<file path="src/rtl/pkt_rx_reader.sv">
// pkt_rx_reader: drains packets from a 10G MAC receive interface (1-cycle
// read latency) into a small output FIFO, checks framing, measures packet
// length and keeps packet/error/framing statistics.
module pkt_rx_reader #(
   parameter int unsigned FIFO_DEPTH = 4,
   parameter logic [15:0] MAX_LEN    = 16'd9600
) (
   input  logic        clk_156m25,
   input  logic        reset_156m25_n,
   // MAC side
   input  logic        pkt_rx_avail,
   input  logic [63:0] pkt_rx_data,
   input  logic        pkt_rx_val,
   input  logic        pkt_rx_sop,
   input  logic        pkt_rx_eop,
   input  logic        pkt_rx_err,
   input  logic [2:0]  pkt_rx_mod,
   output logic        pkt_rx_ren,
   // downstream stream
   output logic [63:0] out_data,
   output logic        out_val,
   output logic        out_sop,
   output logic        out_eop,
   output logic        out_err,
   output logic [2:0]  out_mod,
   input  logic        out_rdy,
   // status
   output logic        pkt_done,
   output logic [15:0] pkt_len,
   output logic [31:0] stat_pkt_cnt,
   output logic [15:0] stat_err_cnt,
   output logic [15:0] stat_frm_cnt
);

   localparam int AW = $clog2(FIFO_DEPTH);
   localparam int CW = AW + 1;
   // Two reads may already be in flight when the throttle kicks in, so
   // reading is only allowed while at least three entries are free.
   localparam logic [CW-1:0] THRESH = CW'(FIFO_DEPTH - 3);

   typedef enum logic [1:0] {
      ST_IDLE,
      ST_READ,
      ST_GAP
   } state_t;

   typedef struct packed {
      logic [63:0] data;
      logic        sop;
      logic        eop;
      logic        err;
      logic [2:0]  mod;
   } fifo_entry_t;

   // ------------------------------------------------------------------
   // Declarations
   // ------------------------------------------------------------------
   state_t         r_state;
   state_t         w_state_nxt;
   logic           r_ren;
   logic           w_ren_nxt;

   fifo_entry_t    r_mem [FIFO_DEPTH];
   logic [AW-1:0]  r_wr_ptr;
   logic [AW-1:0]  r_rd_ptr;
   logic [CW-1:0]  r_count;
   logic           w_room;
   logic           w_push;
   logic           w_pop;
   logic           w_out_val;
   fifo_entry_t    w_head;
   fifo_entry_t    w_entry;

   logic           r_in_pkt;
   logic [15:0]    r_len_acc;
   logic           w_in_frame;
   logic           w_frm_err;
   logic           w_pkt_end;
   logic [15:0]    w_len_add;
   logic [15:0]    w_len_base;
   logic [16:0]    w_len_sum;
   logic [15:0]    w_len_new;
   logic           w_oversize;

   logic           r_pkt_done;
   logic [15:0]    r_pkt_len;
   logic [31:0]    r_pkt_cnt;
   logic [15:0]    r_err_cnt;
   logic [15:0]    r_frm_cnt;

   // ------------------------------------------------------------------
   // Framing and length datapath
   // ------------------------------------------------------------------
   // A word belongs to a frame if it opens one or a frame is already open;
   // anything else is dropped and counted as a framing error.
   assign w_in_frame = pkt_rx_val && (pkt_rx_sop || r_in_pkt);
   assign w_frm_err  = pkt_rx_val && (pkt_rx_sop ? r_in_pkt : !r_in_pkt);
   assign w_pkt_end  = w_in_frame && pkt_rx_eop;

   // mod=0 on the last word means all eight bytes are valid.
   assign w_len_add  = (pkt_rx_eop && (pkt_rx_mod != 3'd0)) ? {13'd0, pkt_rx_mod} : 16'd8;
   // A sop restarts the count, even when it interrupts an open packet.
   assign w_len_base = pkt_rx_sop ? 16'd0 : r_len_acc;
   assign w_len_sum  = {1'b0, w_len_base} + {1'b0, w_len_add};
   assign w_len_new  = w_len_sum[16] ? 16'hFFFF : w_len_sum[15:0];
   assign w_oversize = (w_len_new > MAX_LEN);

   assign w_entry.data = pkt_rx_data;
   assign w_entry.sop  = pkt_rx_sop;
   assign w_entry.eop  = pkt_rx_eop;
   assign w_entry.err  = pkt_rx_err || (pkt_rx_eop && w_oversize);
   assign w_entry.mod  = pkt_rx_mod;

   // ------------------------------------------------------------------
   // Output FIFO
   // ------------------------------------------------------------------
   assign w_room    = (r_count <= THRESH);
   assign w_out_val = (r_count != '0);
   assign w_push    = w_in_frame;
   assign w_pop     = w_out_val && out_rdy;
   assign w_head    = r_mem[r_rd_ptr];

   // FIFO storage write port
   // NOTE: the storage array carries no reset; validity is tracked by
   // r_count alone, which keeps the RAM free of reset fan-out.
   always_ff @(posedge clk_156m25) begin
      if (w_push) begin
         r_mem[r_wr_ptr] <= w_entry;
      end
   end

   // FIFO pointers and occupancy; push and pop in one cycle cancel out
   // NOTE: sequential state uses non-blocking assignments so every
   // register samples pre-edge values regardless of statement order.
   always_ff @(posedge clk_156m25 or negedge reset_156m25_n) begin
      if (!reset_156m25_n) begin
         r_wr_ptr <= '0;
         r_rd_ptr <= '0;
         r_count  <= '0;
      end else begin
         if (w_push) begin
            r_wr_ptr <= r_wr_ptr + AW'(1);
         end
         if (w_pop) begin
            r_rd_ptr <= r_rd_ptr + AW'(1);
         end
         case ({w_push, w_pop})
            2'b10:   r_count <= r_count + CW'(1);
            2'b01:   r_count <= r_count - CW'(1);
            default: r_count <= r_count;
         endcase
      end
   end

   // Head entry is presented directly; outputs read zero while empty.
   assign out_val  = w_out_val;
   assign out_data = w_out_val ? w_head.data : 64'd0;
   assign out_sop  = w_out_val && w_head.sop;
   assign out_eop  = w_out_val && w_head.eop;
   assign out_err  = w_out_val && w_head.err;
   assign out_mod  = w_out_val ? w_head.mod : 3'd0;

   // ------------------------------------------------------------------
   // Frame tracking and statistics
   // ------------------------------------------------------------------
   // Open-packet flag and running byte count
   always_ff @(posedge clk_156m25 or negedge reset_156m25_n) begin
      if (!reset_156m25_n) begin
         r_in_pkt  <= 1'b0;
         r_len_acc <= 16'd0;
      end else if (w_in_frame) begin
         r_in_pkt  <= !pkt_rx_eop;
         r_len_acc <= w_len_new;
      end
   end

   // Per-packet completion report and statistics counters
   always_ff @(posedge clk_156m25 or negedge reset_156m25_n) begin
      if (!reset_156m25_n) begin
         r_pkt_done <= 1'b0;
         r_pkt_len  <= 16'd0;
         r_pkt_cnt  <= 32'd0;
         r_err_cnt  <= 16'd0;
         r_frm_cnt  <= 16'd0;
      end else begin
         r_pkt_done <= w_pkt_end;
         if (w_pkt_end) begin
            r_pkt_len <= w_len_new;
            r_pkt_cnt <= r_pkt_cnt + 32'd1;
            if ((pkt_rx_err || w_oversize) && (r_err_cnt != 16'hFFFF)) begin
               r_err_cnt <= r_err_cnt + 16'd1;
            end
         end
         if (w_frm_err && (r_frm_cnt != 16'hFFFF)) begin
            r_frm_cnt <= r_frm_cnt + 16'd1;
         end
      end
   end

   assign pkt_done     = r_pkt_done;
   assign pkt_len      = r_pkt_len;
   assign stat_pkt_cnt = r_pkt_cnt;
   assign stat_err_cnt = r_err_cnt;
   assign stat_frm_cnt = r_frm_cnt;

   // ------------------------------------------------------------------
   // Read-control FSM
   // ------------------------------------------------------------------
   // State and registered read enable
   always_ff @(posedge clk_156m25 or negedge reset_156m25_n) begin
      if (!reset_156m25_n) begin
         r_state <= ST_IDLE;
         r_ren   <= 1'b0;
      end else begin
         r_state <= w_state_nxt;
         r_ren   <= w_ren_nxt;
      end
   end

   // Next state and next read enable
   // NOTE: both outputs get a default before the case so no path through
   // this block can leave them unassigned and infer a latch.
   always_comb begin
      w_state_nxt = r_state;
      w_ren_nxt   = 1'b0;
      case (r_state)
         ST_IDLE: begin
            if (pkt_rx_avail && w_room) begin
               w_state_nxt = ST_READ;
               w_ren_nxt   = 1'b1;
            end
         end
         ST_READ: begin
            if (pkt_rx_val && pkt_rx_eop) begin
               w_state_nxt = ST_GAP;
            end else begin
               w_ren_nxt = w_room;
            end
         end
         ST_GAP: begin
            w_state_nxt = ST_IDLE;
         end
         default: begin
            w_state_nxt = ST_IDLE;
         end
      endcase
   end

   assign pkt_rx_ren = r_ren;

endmodule

</file>
<file path="config.mk">
export PLATFORM = sky130hd
export DESIGN_NAME = pkt_rx_reader
export DESIGN_NICKNAME = d
export VERILOG_FILES = /design/src/rtl/pkt_rx_reader.sv
export SDC_FILE = /design/constraint.sdc
export NUM_CORES = 1
export LEC_CHECK = 0
export ABC_CLOCK_PERIOD_IN_PS = 5900
export CAP_MARGIN = 0
export CORE_ASPECT_RATIO = 1.1
export CORE_MARGIN = 4
export CORE_UTILIZATION = 59
export DETAILED_ROUTE_END_ITERATION = 10
export HOLD_SLACK_MARGIN = 0.03
export MAX_ROUTING_LAYER = met4
export PLACE_DENSITY = 0.85
export SLEW_MARGIN = 20
export SYNTH_ARGS = -nofsm -noshare
export SYNTH_HDL_FRONTEND = slang
export SYNTH_SLANG_ARGS = --single-unit
</file>
<file path="constraint.sdc">
create_clock -name clk_156m25 -period 5.9 [get_ports clk_156m25]
set_input_delay 1.18 -clock clk_156m25 [delete_from_list [all_inputs] [get_ports clk_156m25]]
set_output_delay 1.18 -clock clk_156m25 [all_outputs]
set_load 0.03 [all_outputs]
</file>
==> run metrics, run 1 <==
PortBufs=227; status=finished, final reports clean; sequential fraction of the synthesis area=69.5%; setup TNS=0 ns; total congestion overflow=0; share of cells above drive strength 1=13.7%; Slew Limit Headroom=27.8%; cell area after placement=18700 um^2; CORE AREA=26400 um^2; Vias per Instance=5.77; Worst EP arrival=4.94 ns; Pleak=0.00725 uW; ys async rst share=27.8%; clk root buf=clkbuf_16; final hold vios=0; Initial Util=60.6%; unrepaired setup endpoints after global routing=no; xor and xnor area share after synthesis=4.05%; vias in the first global route=9673; Final Cycle Share=77.3%; Worst Tran Pin Value=1.08 ns; Routed Wire Length=33400 um; first-pass GRT wire length=53500 um; ys flop type=edfxtp_1; reg2reg end=stat_err_cnt[1]; number of max-cap violations=0; Yosys cell types=64; drt wl/cell=20.8 um; drt drc=0; die width=165 um; Hold Path Depth=1; Initial DRC Count=604; Setup Fix Bufs, Post-CTS=0; CTS tree=built; Hold EP=r_state[1]; Mapped Avg Cell Area=16.3 um^2; syn_nets=1075; most common cell after layout, fill and taps aside=edfxtp_1; CP Launch Type=primary input; CP max-delay cell=clkdlybuf4s50_1; hold crit path type=flop to flop; Layout area overhead=25.5%; Synth Area in Simple Gates=10.1%; multiplexer share of the synthesized area=10.3%; CP endpoint kind=flop; Post-Syn Area=16000 um^2; setup slack, reg-to-reg=2.42 ns; worst-case reg-to-reg path depth=11; Post-Layout Inst Area=20100 um^2; CTS sink cnt=388; clk buf depth=3; Tmin final=4.56 ns; Antenna Nets Post-Route=0; EDFF count, synth=280; Power Density=484 nW/um^2; TritonRoute pass-1 iters=5; CTS-repair resized insts=0; vias=9257; Yosys reg bits=388; GPL Wtd Cong=0.888; DPL Wire Length=21100 um; Max VDD drop=0.345 mV; worst-skew pair later-pin latency=0.50 ns; CP top delay family=simple AND/OR/NAND/NOR gates; delay of the slowest critical-path stage=0.63 ns; CP max FO=16; largest net degree at the start of global routing=72; htree depth=2; Worst Path Class, Setup=primary input to flop; Worst Skew=0.00819 ns; Crit path required time=6.29 ns; GRT Overall Usage=23.6%; YS warnings=0; most frequent cells in the layout=edfxtp_1, clkdlybuf4s50_1, dfrtp_1; standard-cell rows=62; Worst-path clk slew=0.05 ns; Final setup viols=0; FMAX=0.219 GHz; Die Y=181 um; hold path start=r_state[1]; CP Cell Sequence=clkdlybuf4s50_1 > and2_1 > ha_1 > fa_1 > nand3_1 > nand2_1 > and4_1 > o2111a_1 > and3b_1 > o31a_1 > o21a_4 > mux2_1; reg-to-reg startpoint=r_len_acc[0]; Gate Count Post-Synth=982; largest family of logic cells by synthesized area=multiplexers; Adder-Cell Fraction of Synth Area=1.46%; # hold bufs at CTS=0; post-synthesis compound-gate area fraction=3.28%; initial antenna violation count=1; fin. max-slew vios=0; die area=29800 um^2; # nets final=1315; I/O pin cnt=228; Worst Setup SP=pkt_rx_eop; CTS buffer count=39; CP bufs+invs=1
==> cells by family after synthesis <==
group                    count (synthesis)
XOR/XNOR                                74
flip-flops                             388
multiplexers                            77
adder cells (fa/ha/maj)                 18
AND/OR/NAND/NOR                        292
buffers and inverters                   53
AO/OA/AOI/OAI                           80
==> area by class of cell <==
type	instances	area [um^2]
Multi-Input combinational cell	541	4690
Antenna cell	1	2.50
Tap cell	352	440
Clock inverter	16	203
Timing Repair Buffer	236	2390
Fill cell	1573	6310
Sequential cell	388	11100
Inverter	16	60.1
Clock buffer	54	1160
==> stage by stage <==
stage	cells	power (uW)	utilization [%]	hold WS, ns	setup slack [ns]
after CTS	1602	9820	75.9	0.454	1.40
after global placement	1532	7180	70.8	0.441	0.925
final	1604	9710	76.1	0.450	1.34
after global routing	1604	10100	76.1	0.490	1.13
after floorplan	982	5840	-	0.430	1.25
after detailed placement	1532	7240	70.8	0.447	0.866
==> registers in the layout, summed over array words and instances, names as in the netlist <==
signal	count
r_mem	280
pkt_done	1
stat_err_cnt	16
pkt_rx_ren	1
r_state	2
r_in_pkt	1
stat_frm_cnt	16
r_wr_ptr	2
stat_pkt_cnt	32
r_count	3
r_len_acc	16
r_rd_ptr	2
pkt_len	16
==> report_power, final <==
| group | total [uW] | switching (uW) | internal [uW] |
|---|---|---|---|
| Combinational | 3430 | 1840 | 1590 |
| Sequential | 3730 | 351 | 3380 |
| Clock | 2550 | 963 | 1590 |
==> metal layers <==
layer  GRT usage (%)  vias to the layer above  part of all wire (%)
met1            31.1                     4695                    40
met5               -                        -                     0
met2            38.2                      314                    50
met4            5.66                        0                   2.3
met3            5.08                       61                   6.8
li1                -                     4187                     -
==> cells in the mapped netlist, types with 5 or more instances <==
| library cell | instances | share of area [%] |
|---|---|---|
| nor2b_1 | 11 | 0.43 |
| clkbuf_1 | 26 | 0.61 |
| o21ai_0 | 33 | 1.0 |
| and3_1 | 10 | 0.39 |
| edfxtp_1 | 280 | 53 |
| and2_1 | 81 | 3.2 |
| nand3_1 | 18 | 0.56 |
| xnor2_1 | 52 | 2.8 |
| ha_1 | 17 | 1.3 |
| and4_1 | 9 | 0.49 |
| xor2_1 | 22 | 1.2 |
| dfrtp_1 | 108 | 17 |
| mux4_2 | 70 | 9.9 |
| a21oi_1 | 13 | 0.41 |
| a211oi_1 | 5 | 0.23 |
| buf_1 | 9 | 0.21 |
| nand2_1 | 70 | 1.6 |
| nor2_1 | 38 | 0.89 |
| nand4_1 | 24 | 0.94 |
| inv_1 | 14 | 0.33 |
==> worst max-delay path by stage <==
stage / to / cells past startpoint
2_1_floorplan: stat_err_cnt[4] / 16
3_3_place_gp: stat_err_cnt[1] / 12
3_5_place_dp: stat_err_cnt[1] / 12
4_1_cts: stat_err_cnt[1] / 12
5_1_grt: stat_err_cnt[1] / 12
6_report: stat_err_cnt[1] / 12
Power figures use the tool's default switching activity.
==> run 2, diff against run 1 <==
--- a/config.mk
+++ b/config.mk
@@ -5,15 +5,15 @@
 export SDC_FILE = /design/constraint.sdc
 export NUM_CORES = 1
 export LEC_CHECK = 0
-export ABC_CLOCK_PERIOD_IN_PS = 5900
+export ABC_CLOCK_PERIOD_IN_PS = 3700
 export CAP_MARGIN = 0
 export CORE_ASPECT_RATIO = 1.1
 export CORE_MARGIN = 4
-export CORE_UTILIZATION = 59
+export CORE_UTILIZATION = 49
 export DETAILED_ROUTE_END_ITERATION = 10
 export HOLD_SLACK_MARGIN = 0.03
 export MAX_ROUTING_LAYER = met4
-export PLACE_DENSITY = 0.85
+export PLACE_DENSITY = 0.76
 export SLEW_MARGIN = 20
 export SYNTH_ARGS = -nofsm -noshare
 export SYNTH_HDL_FRONTEND = slang
==> constraint.sdc (replaced) <==
create_clock -name clk_156m25 -period 3.7 [get_ports clk_156m25]
set_input_delay 0.74 -clock clk_156m25 [delete_from_list [all_inputs] [get_ports clk_156m25]]
set_output_delay 0.74 -clock clk_156m25 [all_outputs]
set_load 0.03 [all_outputs]
==> run metrics, run 2 (synthesis gave the netlist of run 1 again) <==
number of max-cap violations=0 (unchanged); Crit path required time=4.11 ns (-2.18 ns); Pwr Total=15600 uW (+60%); drt drc=0 (unchanged); worst-case reg-to-reg path depth=13 (+2); CP max-delay cell=clkdlybuf4s50_1; die area=35600 um^2 (+19%); Post-Layout Inst Area=20700 um^2 (+3.2%); placed cells=1667 (+8.8%); Cell Count, Final, Fillers Out=1743 (+8.7%); final hold vios=0 (unchanged); I/O pin cnt=228 (unchanged); CORE AREA=32300 um^2 (+22%); Slew Limit Headroom=60.6% (+33 points); Vias per Instance=5.37 (-7.0%); PortBufs=227 (unchanged); fin. max-slew vios=0 (unchanged); Finished Core Util=64.1% (-12 points); CTS buffer count=40 (+2.6%); initial antenna violation count=1 (unchanged); TritonRoute pass-1 iters=4 (-1); clk root buf=clkbuf_16; most frequent cells in the layout=edfxtp_1, clkdlybuf4s50_1, dfrtp_1; cell area after placement=19400 um^2 (+3.7%); # nets final=1377 (+4.7%); delay of the slowest critical-path stage=0.53 ns (-0.10 ns); worst-skew pair later-pin latency=0.52 ns (+0.02 ns); Worst Tran Pin Value=0.591 ns (-0.493 ns); routing usage on met1=26.7% (-4.3 points); # hold bufs at CTS=0 (unchanged); Final setup viols=0 (unchanged); reg2reg end=stat_err_cnt[7]; CP endpoint kind=flop; setup TNS=0 ns (unchanged); Die Y=197 um (+9.3%); Initial DRC Count=464 (-23%); reg-to-reg startpoint=r_len_acc[0]; Worst EP arrival=3.99 ns (-0.95 ns); met2 usage=32.7% (-5.5 points); die width=180 um (+9.3%); CP max FO=15 (-1); max FFs per register=280 (unchanged); largest net degree at the start of global routing=47 (-35%); hold crit path type=primary input to async pin; share of cells above drive strength 1=17.9% (+4.2 points); Worst-path clk slew=0.06 ns (about the same); Tmin final=3.58 ns; setup slack, reg-to-reg=0.49 ns (-1.93 ns); unrepaired setup endpoints after global routing=no; DPL Wire Length=23200 um (+9.9%); Initial Util=49.5% (-11 points); GRT busiest layer=met2; status=finished, final reports clean; htree depth=2 (unchanged); Worst Path Class, Setup=primary input to flop; Pleak=0.00756 uW (+4.3%); grt met3 use=3.79% (-1.3 points); Final Cycle Share=96.8%; Worst Skew=0.0130 ns (+0.00478 ns); total congestion overflow=0 (unchanged); GRT Overall Usage=20.1% (-3.5 points); Power Density=752 nW/um^2 (+55%); CTS tree=built; CP Launch Type=primary input; clk buf depth=3 (unchanged); drt wl/cell=19.7 um (-5.3%); GPL Wtd Cong=0.830 (-6.6%); Layout area overhead=29.5%; FMAX=0.279 GHz; CTS sink cnt=388 (unchanged); vias=9356 (+1.1%); CP Cell Sequence=clkdlybuf4s50_1 > and2_1 > ha_1 > fa_2 > nand3_2 > a2111o_1 > a221o_1 > nor4_1 > nand4b_1 > o31a_1 > o21a_4 > mux2_1; Max VDD drop=0.466 mV (+35%); Largest Register=r_mem; vias in the first global route=9893 (+2.3%); Antenna Nets Post-Route=0 (unchanged); standard-cell rows=69 (+11%); Routed Wire Length=34400 um (+2.9%); first-pass GRT wire length=55300 um (+3.3%); most common cell after layout, fill and taps aside=edfxtp_1
run 2: cell count changes in the layout (fill, tap and decap cells not counted), moves of 2 or more:
cell / change
buf_4: +50
buf_12: +11
clkbuf_1: +3
clkbuf_8: -3
bufinv_16: -2
clkinv_1: +2
clkinv_2: +2
clkinvlp_4: +2
run 2: timing repair:
| item | 4_1_cts | 5_1_grt |
|---|---|---|
| endpoints found under the setup margin | 1 | 3 |
| gates cloned | 0 | 0 |
| resized for setup | 0 | 1 |
| buffers inserted | 1 | 0 |
run 2: layer usage:
layer  vias up  routed length (um)
met5         -                   0
met4         0                 683
met2       250               17000
li1       4327                   -
met1      4734               14800
met3        45                1810
run 2: final cells by class:
class | instances | area [um^2]
clock inverter | 20 | 183
sequential | 388 | 11100
antenna | 1 | 2.50
clock buffer | 54 | 1130
fill | 2334 | 11600
timing repair buffer | 297 | 2980
tap | 426 | 533
inverter | 16 | 60.1
multi-input combinational | 541 | 4700
run 2: metrics by stage:
stage	setup WS, ns	hold slack, ns
final	0.119	0.221
after global routing	0.00397	0.252
after CTS	0.0748	0.215
after detailed placement	-0.391	0.464
after global placement	-0.356	0.446
after floorplan	0.0120	0.430
run 2: worst max-delay path by stage:
stage / start / to / slack, ns
3_5_place_dp: pkt_rx_eop / stat_err_cnt[1] / -0.39
2_1_floorplan: pkt_rx_sop / stat_err_cnt[12] / 0.01
5_1_grt: r_count[0] / out_data[17] / 0.004
3_3_place_gp: pkt_rx_mod[0] / stat_err_cnt[1] / -0.36
6_report: pkt_rx_eop / stat_err_cnt[1] / 0.12
4_1_cts: r_count[0] / out_mod[0] / 0.07
run 2: worst max-delay path: cells and delay by family:
kind	cells	cell delay, ns
AO/OA/AOI/OAI	4	1.24
AND/OR/NAND/NOR	4	0.71
buffers and inverters	1	0.53
adder cells (fa/ha/maj)	2	0.44
multiplexers	1	0.32
run 2: power by group:
part           total [uW]  switching [uW]  internal (uW)
clock network        3930            1580           2350
logic                5890            3160           2730
registers            5740             359           5390
